--- src/rtl/vc_buf4_if.sv ---
// vc_buf4_if: upstream flit/timestamp link, arbiter-facing head timestamps and dequeue port of vc_buf4
//   master: upstream + arbiter side (drives in_valid/in_data/in_time, deq_en/deq_vc)
//   slave : vc_buf4 side (drives in_ready, time_out_0..3, vc_nempty, flit_out, flit_out_valid, deq_err)
interface vc_buf4_if #(
  parameter int DATA_WIDTH = 64,
  parameter int TIME_WIDTH = 8,
  parameter int VC_INDEX_WIDTH = 2
);
  logic in_valid;
  logic [DATA_WIDTH-1:0] in_data;
  logic [TIME_WIDTH-1:0] in_time;
  logic in_ready;
  logic [TIME_WIDTH-1:0] time_out_0;
  logic [TIME_WIDTH-1:0] time_out_1;
  logic [TIME_WIDTH-1:0] time_out_2;
  logic [TIME_WIDTH-1:0] time_out_3;
  logic [3:0] vc_nempty;
  logic deq_en;
  logic [VC_INDEX_WIDTH-1:0] deq_vc;
  logic [DATA_WIDTH-1:0] flit_out;
  logic flit_out_valid;
  logic deq_err;
  modport master (
    output in_valid, in_data, in_time, deq_en, deq_vc,
    input in_ready, time_out_0, time_out_1, time_out_2, time_out_3, vc_nempty, flit_out, flit_out_valid, deq_err
  );
  modport slave (
    input in_valid, in_data, in_time, deq_en, deq_vc,
    output in_ready, time_out_0, time_out_1, time_out_2, time_out_3, vc_nempty, flit_out, flit_out_valid, deq_err
  );
endinterface

--- src/rtl/vc_buf4.sv ---
// vc_buf4: 4-VC input buffer; enqueues into lowest non-full VC, exposes head timestamps, dequeues granted VC
//   clk, rst_n (async active-low) plain ports; bus (vc_buf4_if.slave) carries enqueue link,
//   head timestamps time_out_0..3, vc_nempty, and the dequeue request / registered flit_out, flit_out_valid, deq_err
module vc_buf4 #(
  parameter int DATA_WIDTH = 64,
  parameter int TIME_WIDTH = 8,
  parameter int VC_INDEX_WIDTH = 2,
  parameter int DEPTH = 2
) (
  input logic clk,
  input logic rst_n,
  vc_buf4_if.slave bus
);
  localparam int PW = DEPTH > 1 ? $clog2(DEPTH) : 1;
  localparam int OW = $clog2(DEPTH + 1);
  logic [DATA_WIDTH-1:0] mem_d [4][DEPTH];
  logic [TIME_WIDTH-1:0] mem_t [4][DEPTH];
  logic [PW-1:0] rptr [4];
  logic [PW-1:0] wptr [4];
  logic [OW-1:0] occ [4];
  logic [TIME_WIDTH-1:0] head_t [4];
  logic [3:0] nempty, full, enq, deq;
  logic [TIME_WIDTH-1:0] t_in;
  logic deq_ok;
  function automatic logic [PW-1:0] nxt(input logic [PW-1:0] p);
    return p == PW'(DEPTH - 1) ? '0 : p + 1'b1;
  endfunction
  always_comb begin
    for (int i = 0; i < 4; i++) begin
      nempty[i] = occ[i] != '0;
      full[i] = occ[i] == OW'(DEPTH);
      head_t[i] = nempty[i] ? mem_t[i][rptr[i]] : '1;
    end
    // ~full & (full + 1) isolates the lowest non-full VC
    enq = {4{bus.in_valid}} & ~full & (full + 4'd1);
    deq_ok = bus.deq_en && nempty[bus.deq_vc];
    deq = 4'(deq_ok) << bus.deq_vc;
    // all-ones is reserved as the empty marker on time_out_*
    t_in = &bus.in_time ? bus.in_time - 1'b1 : bus.in_time;
  end
  assign bus.in_ready = ~&full;
  assign bus.vc_nempty = nempty;
  assign bus.time_out_0 = head_t[0];
  assign bus.time_out_1 = head_t[1];
  assign bus.time_out_2 = head_t[2];
  assign bus.time_out_3 = head_t[3];
  always_ff @(posedge clk) begin
    for (int i = 0; i < 4; i++) begin
      if (enq[i]) begin
        mem_d[i][wptr[i]] <= bus.in_data;
        mem_t[i][wptr[i]] <= t_in;
      end
    end
  end
  always_ff @(posedge clk or negedge rst_n) begin
    if (!rst_n) begin
      for (int i = 0; i < 4; i++) begin
        rptr[i] <= '0;
        wptr[i] <= '0;
        occ[i] <= '0;
      end
      bus.flit_out <= '0;
      bus.flit_out_valid <= 1'b0;
      bus.deq_err <= 1'b0;
    end else begin
      for (int i = 0; i < 4; i++) begin
        if (enq[i]) wptr[i] <= nxt(wptr[i]);
        if (deq[i]) rptr[i] <= nxt(rptr[i]);
        occ[i] <= occ[i] + OW'(enq[i]) - OW'(deq[i]);
      end
      bus.flit_out_valid <= deq_ok;
      bus.deq_err <= bus.deq_en && !deq_ok;
      if (deq_ok) bus.flit_out <= mem_d[bus.deq_vc][rptr[bus.deq_vc]];
    end
  end
endmodule

--- src/flat_wrapper.sv ---
// flat-port wrapper written by rule: the top's interface ports become plain ports
module vc_buf4_flat 
#(
  parameter int DATA_WIDTH = 64,
  parameter int TIME_WIDTH = 8,
  parameter int VC_INDEX_WIDTH = 2,
  parameter int DEPTH = 2
)
  (clk, rst_n, bus_in_valid, bus_in_data, bus_in_time, bus_deq_en, bus_deq_vc, bus_in_ready, bus_time_out_0, bus_time_out_1, bus_time_out_2, bus_time_out_3, bus_vc_nempty, bus_flit_out, bus_flit_out_valid, bus_deq_err);
  vc_buf4_if #(.DATA_WIDTH(DATA_WIDTH), .TIME_WIDTH(TIME_WIDTH), .VC_INDEX_WIDTH(VC_INDEX_WIDTH)) bus_i ();
  input logic clk;
  input logic rst_n;
  input wire logic [$bits(bus_i.in_valid)-1:0] bus_in_valid;
  input wire logic [$bits(bus_i.in_data)-1:0] bus_in_data;
  input wire logic [$bits(bus_i.in_time)-1:0] bus_in_time;
  input wire logic [$bits(bus_i.deq_en)-1:0] bus_deq_en;
  input wire logic [$bits(bus_i.deq_vc)-1:0] bus_deq_vc;
  output wire logic [$bits(bus_i.in_ready)-1:0] bus_in_ready;
  output wire logic [$bits(bus_i.time_out_0)-1:0] bus_time_out_0;
  output wire logic [$bits(bus_i.time_out_1)-1:0] bus_time_out_1;
  output wire logic [$bits(bus_i.time_out_2)-1:0] bus_time_out_2;
  output wire logic [$bits(bus_i.time_out_3)-1:0] bus_time_out_3;
  output wire logic [$bits(bus_i.vc_nempty)-1:0] bus_vc_nempty;
  output wire logic [$bits(bus_i.flit_out)-1:0] bus_flit_out;
  output wire logic [$bits(bus_i.flit_out_valid)-1:0] bus_flit_out_valid;
  output wire logic [$bits(bus_i.deq_err)-1:0] bus_deq_err;
  assign bus_i.in_valid = bus_in_valid;
  assign bus_i.in_data = bus_in_data;
  assign bus_i.in_time = bus_in_time;
  assign bus_i.deq_en = bus_deq_en;
  assign bus_i.deq_vc = bus_deq_vc;
  assign bus_in_ready = bus_i.in_ready;
  assign bus_time_out_0 = bus_i.time_out_0;
  assign bus_time_out_1 = bus_i.time_out_1;
  assign bus_time_out_2 = bus_i.time_out_2;
  assign bus_time_out_3 = bus_i.time_out_3;
  assign bus_vc_nempty = bus_i.vc_nempty;
  assign bus_flit_out = bus_i.flit_out;
  assign bus_flit_out_valid = bus_i.flit_out_valid;
  assign bus_deq_err = bus_i.deq_err;
  vc_buf4 #(.DATA_WIDTH(DATA_WIDTH), .TIME_WIDTH(TIME_WIDTH), .VC_INDEX_WIDTH(VC_INDEX_WIDTH), .DEPTH(DEPTH)) u_core (.clk(clk), .rst_n(rst_n), .bus(bus_i));
endmodule
--- config.mk ---
export PLATFORM = sky130hd
export DESIGN_NAME = vc_buf4_flat
export DESIGN_NICKNAME = d
export VERILOG_FILES = /design/src/rtl/vc_buf4_if.sv /design/src/rtl/vc_buf4.sv /design/src/flat_wrapper.sv
export SDC_FILE = /design/constraint.sdc
export NUM_CORES = 1
export LEC_CHECK = 0
export ABC_AREA = 1
export BUFFER_PORTS_ARGS = -buffer_cell sky130_fd_sc_hd__buf_2
export CAP_MARGIN = 20
export CORE_ASPECT_RATIO = 0.9
export CORE_MARGIN = 3
export CORE_UTILIZATION = 60
export CTS_CLUSTER_SIZE = 25
export DETAILED_ROUTE_END_ITERATION = 8
export GPL_TIMING_DRIVEN = 0
export PLACE_DENSITY = 0.77
export REMOVE_ABC_BUFFERS = 1
export SLEW_MARGIN = 25
export SYNTH_ARGS = -nofsm -noshare
export SYNTH_HDL_FRONTEND = slang
export SYNTH_SLANG_ARGS = --single-unit
export TNS_END_PERCENT = 100
--- constraint.sdc ---
create_clock -name clk -period 12.35 [get_ports clk]
set_input_delay 3.705 -clock clk [delete_from_list [all_inputs] [get_ports clk]]
set_output_delay 3.705 -clock clk [all_outputs]
set_load 0.05 [all_outputs]
## After elaboration in Yosys (flattened, before gate mapping)

Memories as Yosys holds them, arrays and structs flattened.
Index checks and enable logic that the tools add are counted.

| storage, ports and cells | value |
|---|---|
| memories kept | 2 |
| flip-flop bits (word level) | 82 |
| input bits | 78 |
| bits in writable memories | 576 |

Memory list:

| memory | depth | width | rd ports | clocked after memory_dff | wr ports | line | text |
|---|---|---|---|---|---|---|---|
| u_core.mem_d | 4 | 128 | 1 | 0 | 1 | vc_buf4.sv:16 | `logic [DATA_WIDTH-1:0] mem_d [4][DEPTH];` |
| u_core.mem_t | 4 | 16 | 4 | 0 | 1 | vc_buf4.sv:17 | `logic [TIME_WIDTH-1:0] mem_t [4][DEPTH];` |

| operators by class | value |
|---|---|
| shifts and indexed selects | 1 |
| magnitude comparators | 15 |
| muxes and demuxes | 79 |
| bitwise logic cells | 13 |
| reductions and logical operators | 20 |
| equality and inequality tests | 4 |
| add/subtract/negate cells | 18 |

Operator list:

| kind | number |
|---|---|
| 128-bit two-way mux | 10 |
| 64-bit two-way mux | 7 |
| 128-bit OR reduction | 3 |
| 64-bit demux with 1-bit select | 4 |
| 8-bit two-way mux | 21 |
| 16-bit two-way mux | 10 |
| 16-bit OR reduction | 3 |
| 8-bit demux with 1-bit select | 4 |
| 2-bit >= comparator, second input constant | 9 |
| 1-bit inverter with 2-bit output | 9 |
| 1-bit two-way mux | 15 |
| 2-bit two-way mux | 6 |
| 1-bit adder, second input constant | 8 |
| 2-bit by 1-bit adder with 2-bit output | 4 |
| 4-bit AND | 2 |
| 2-bit == test, second input constant | 4 |
| 2-bit by 1-bit < comparator with 1-bit output, second input constant | 4 |
| 8-bit AND reduction | 1 |
| 2-bit nonzero test | 4 |
| 2-bit by 1-bit subtractor with 2-bit output | 4 |
| 8-bit by 1-bit subtractor with 8-bit output, second input constant | 1 |
| 1-bit logical AND | 6 |
| 4-bit by 1-bit adder with 4-bit output, second input constant | 1 |
| 1-bit binary-select mux with 2-bit select | 2 |
| 7 further kinds | 8 |

## Longest topological paths before layout

| depth | value |
|---|---|
| depth in word-level cells | 10 |
| depth in mapped cells | 11 |
| mapped depth without buffers | 10 |

## Worst setup path after synthesis

OpenSTA, ideal clock, no wires.

| path | value |
|---|---|
| kind | in2reg |
| start | input port bus_in_valid |
| end | memory u_core.mem_d[3][0] (netlist name) (enable) |
| data arrival time | 6.870 ns |
| path buffers | 0 |
| cell stages on the path | 2 |
| setup slack | 4.977 ns |
| library setup time | 0.503 ns |
| cells stage by stage | nand3_1 > nor2_1 |

| on the way | value |
|---|---|
| cells in the longest elaborated chain, start to end | 8 |
| elaborated cells between the ends (all ways) | 19 |

RTL lines:

| what | line | text |
|---|---|---|
| start: declaration | flat_wrapper.sv:13 | `input wire logic [$bits(bus_i.in_valid)-1:0] bus_in_valid;` |
| 4-bit AND * (2 in a row) | vc_buf4.sv:35 | `enq = {4{bus.in_valid}} & ~full & (full + 4'd1);` |
| 1-bit two-way mux | vc_buf4.sv:49 | `if (enq[i]) begin` |
| 128-bit two-way mux (implied by the code) | vc_buf4.sv:50 | `mem_d[i][wptr[i]] <= bus.in_data;` |
| 128-bit OR reduction (no line) | -- |  |
| 2-bit two-way mux (no line) / 128-bit two-way mux (equally long branches) (3 in a row) | -- |  |
| end: declaration | vc_buf4.sv:16 |  |

Every way passes the cells marked *; elsewhere a longest branch is shown, timed or not.

## Worst setup path after layout

| path | value |
|---|---|
| start | input port bus_deq_vc[0] |
| end | register u_core.bus.flit_out[49] |

| on the way | value |
|---|---|
| cells in the longest elaborated chain, start to end | 8 |
| elaborated cells between the ends (all ways) | 12 |

RTL lines:

| what | line | text |
|---|---|---|
| start: declaration | flat_wrapper.sv:17 | `input wire logic [$bits(bus_i.deq_vc)-1:0] bus_deq_vc;` |
| 2-bit inverter with 3-bit output (implied by the code) | vc_buf4.sv:73 | `if (deq_ok) bus.flit_out <= mem_d[bus.deq_vc][rptr[bus.deq_vc]];` |
| 1-bit binary-select mux with 2-bit select | vc_buf4.sv:73 |  |
| 1-bit two-way mux (implied by the code) (2 in a row) | vc_buf4.sv:73 |  |
| 1-bit inverter with 2-bit output (implied by the code) | vc_buf4.sv:73 |  |
| 64-bit two-way mux (implied by the code) (3 in a row) | vc_buf4.sv:73 |  |
| end signal: assignment | vc_buf4.sv:73 |  |
| end: declaration | vc_buf4_if.sv:29 | `output in_ready, time_out_0, time_out_1, time_out_2, time_out_3, vc_nempty, flit_out, flit_out_valid, deq_err` |

Several ways; a longest one is shown, not always the timed one. The select of a mux whose other input is x is not followed.
A chain may end at the register's enable or synchronous reset.

==> impl_metrics.ini <==
[place]
place_ws_ns = 5.51
portBuffers = 180
gp_congestion = 0.786
dp_hpwl_mm = 35.0
place_area_sq_um = 28300
place_inst = 2876

[detailed_routing]
vias = 17200
finalWirelength_mm = 61.3
post-route-drc-count = 0
drt_iter0_drc = 1703
dr.pass1.iters = 5
wl_per_cell_um = 20.5
final_antenna_net_count = 0
vias_per_cell = 5.74

[logic_synthesis]
syn_area_per_cell_sq_um = 11.7
synth_fa_ha_area_share_pct = 0.530
ys_ff_latch = 658
synth_xor_area_share_pct = 0.405
synth_top_family_by_area = simple AND/OR/NAND/NOR gates
ys_types = 22
ys_warn_count = 0
synth_compound_area_share_pct = 0.0820
synthSimpleGateAreaFrac_pct = 21.7
synth_area_sq_um = 25900
yosysSeqAreaShare_pct = 74.6
muxShareOfSynthArea_pct = 0
netlist_instances = 2221

[grt]
grt_max_degree = 121
grt_pass1_vias = 17000
overflow = 0
grt_pass1_wl_mm = 93.4
grt_use_total_pct = 26.8
antenna_found_initial = 8

[clock_network]
clock-root-buffer = clkbuf_16
cts_resized = 0
insertion_delay_ns = 0.61
path_clk_slew_ns = 0.06
cts_tree = yes
cts_buffers = 61
htree_num_levels = 2
post_cts_buffers = 0
cts.sink_count = 658
clockBufferDepth = 3
hold_buffers = 0

[pwr]
ir_drop_v = 0.000271
leakage_nw = 12.2
power.density_nw_per_um2 = 225

[setup_path]
arrival_ns = 6.71
cp_slowest_cell = buf_16
crit_required_ns = 12.84
worstSetupPathType = input pin to flop
critPathBufInv = 8
startpoint_type = input pin
crit_family = buffers and inverters
r2r_cells = 10
slowest_delay_ns = 0.38
r2r-start = u_core.rptr[3]
crit_chain = buf_8 -> buf_16 -> inv_8 -> buf_16 -> nand2_1 -> nand2_1 -> nand2_1 -> nand2_1 -> nor2_4 -> buf_16 -> buf_16 -> inv_4 -> buf_12 -> nand2_1 -> nand2_1
cp_common_cell = nand2_1
path_max_fanout = 104
r2r_slack_ns = 9.62
timing.rr.end = u_core.bus.flit_out[53]
cp.depth = 15
end_kind = flop

[sta]
tightest_slew_ns = 0.860
fmax_mhz = 161
period_share_pct = 50.4
skew_ns = 0.0132
finalSetupViolCount = 0
worst_slack_ns = 6.13
finalHoldViolCount = 0
max-slew-margin-rel_pct = 42.0
rsz0062_at_grt = no
post-route-min-period_ns = 6.22
finalMaxSlewViolations = 0
totalNegativeSetupSlack_ns = 0

[min_path]
holdCritStartpoint = u_core.bus.flit_out[27]
worstHoldPathType = flop to flop
hold_end = u_core.bus.flit_out[27]
hold_depth = 2

[die]
rows = 71
ioPinCount = 181
die_w_um = 225
die_y_um = 203
start_util_pct = 61.4
coreArea_sq_um = 42300
dieArea_sq_um = 45800

[cells_and_area]
drive_gt1_share_pct = 13.9
nNetsFinal = 2481
stdcell_count = 2994
final_common_cell = nand2_1
final_area_sq_um = 30400
area_growth_pct = 17.2
fillers = 2766
final_cell_mix = nand2_1 (988), edfxtp_1 (576), nand3_1 (357), buf_2 (177), dfrtp_1 (82)

[outcome]
status = finished clean

[run]
drv_cap = 0
==> flip-flops by register name, summed over array words and instances, names as in the netlist <==
register / flops
u_core.mem_t: 64
u_core.bus.flit_out: 64
u_core.wptr: 4
u_core.occ: 8
u_core.bus.deq_err: 1
u_core.bus.flit_out_valid: 1
u_core.rptr: 4
u_core.mem_d: 512
==> through the flow <==
step / hold slack (ns) / total power, W / util, %
floorplan: 0.487 / 0.00422 / -
global placement: 0.456 / 0.00483 / 63.8
detailed placement: 0.460 / 0.00496 / 67.0
CTS: 0.477 / 0.00687 / 71.9
global route: 0.493 / 0.00710 / 71.9
finish: 0.472 / 0.00685 / 71.9
==> Yosys cell counts <==
master,instances,area (sq um)
a31oi_1,1,6.26
xnor2_1,8,70.1
xor2_1,4,35.0
nand2_1,989,3710
nor2_4,1,11.3
clkbuf_1,50,188
dfrtp_1,82,2050
nand3_1,357,1790
clkinv_1,6,22.5
edfxtp_1,576,17300
inv_1,27,101
nand4_1,6,37.5
nor2_1,21,78.8
and3_1,1,6.26
buf_4,8,60.1
nor3_1,1,5.00
ha_1,11,138
buf_1,9,33.8
buf_2,54,270
o21ai_0,2,10.0
inv_2,6,22.5
o21ai_1,1,5.00
==> worst max path at each step <==
stage	slack (ns)	end	start
global placement	-4.67	u_core.bus.flit_out[35]	bus_deq_vc[0]
CTS	6.17	u_core.bus.flit_out[40]	bus_deq_vc[0]
finish	6.13	u_core.bus.flit_out[49]	bus_deq_vc[0]
global route	5.94	u_core.bus.flit_out[5]	bus_deq_vc[0]
floorplan	4.98	u_core.mem_d[3][0]	bus_in_valid
detailed placement	5.51	u_core.bus.flit_out[49]	bus_deq_vc[0]
==> metal layers <==
metal / routed length [um] / GRT usage (%) / vias to the layer above
li1: - / - / 7910
met4: 1410 / 8.53 / 12
met3: 5690 / 5.67 / 117
met5: 76 / 0 / -
met1: 23900 / 35.7 / 8337
met2: 30300 / 44.8 / 807
==> logic make-up after synthesis <==
group                    Yosys count
buffers and inverters            160
XOR/XNOR                          12
adder cells (fa/ha/maj)           11
AND/OR/NAND/NOR                 1376
flip-flops                       658
AO/OA/AOI/OAI                      4
==> power breakdown <==
part	internal, W	switching, W
sequential	0.00282	0.000164
clock	0.00114	0.000781
combinational	0.000476	0.00147
==> worst min-delay path: stages, from the launching register on <==
cell and delay (ns):
dfrtp_1 0.34, nand2_1 0.05, nand2_1 0.05
==> final cells by class <==
class / count / area (sq um) / share of cell area, %
multi-input cells: 1403 / 5970 / 19.6
diodes: 5 / 12.5 / 0.0411
clock buffers: 81 / 1680 / 5.53
clock inverters: 32 / 377 / 1.24
flip-flops and latches: 658 / 19300 / 63.6
repair buffers: 229 / 2170 / 7.14
inverters: 39 / 169 / 0.555
well taps: 547 / 684 / 2.25
Note: power is estimated with default switching activity, not from simulation.
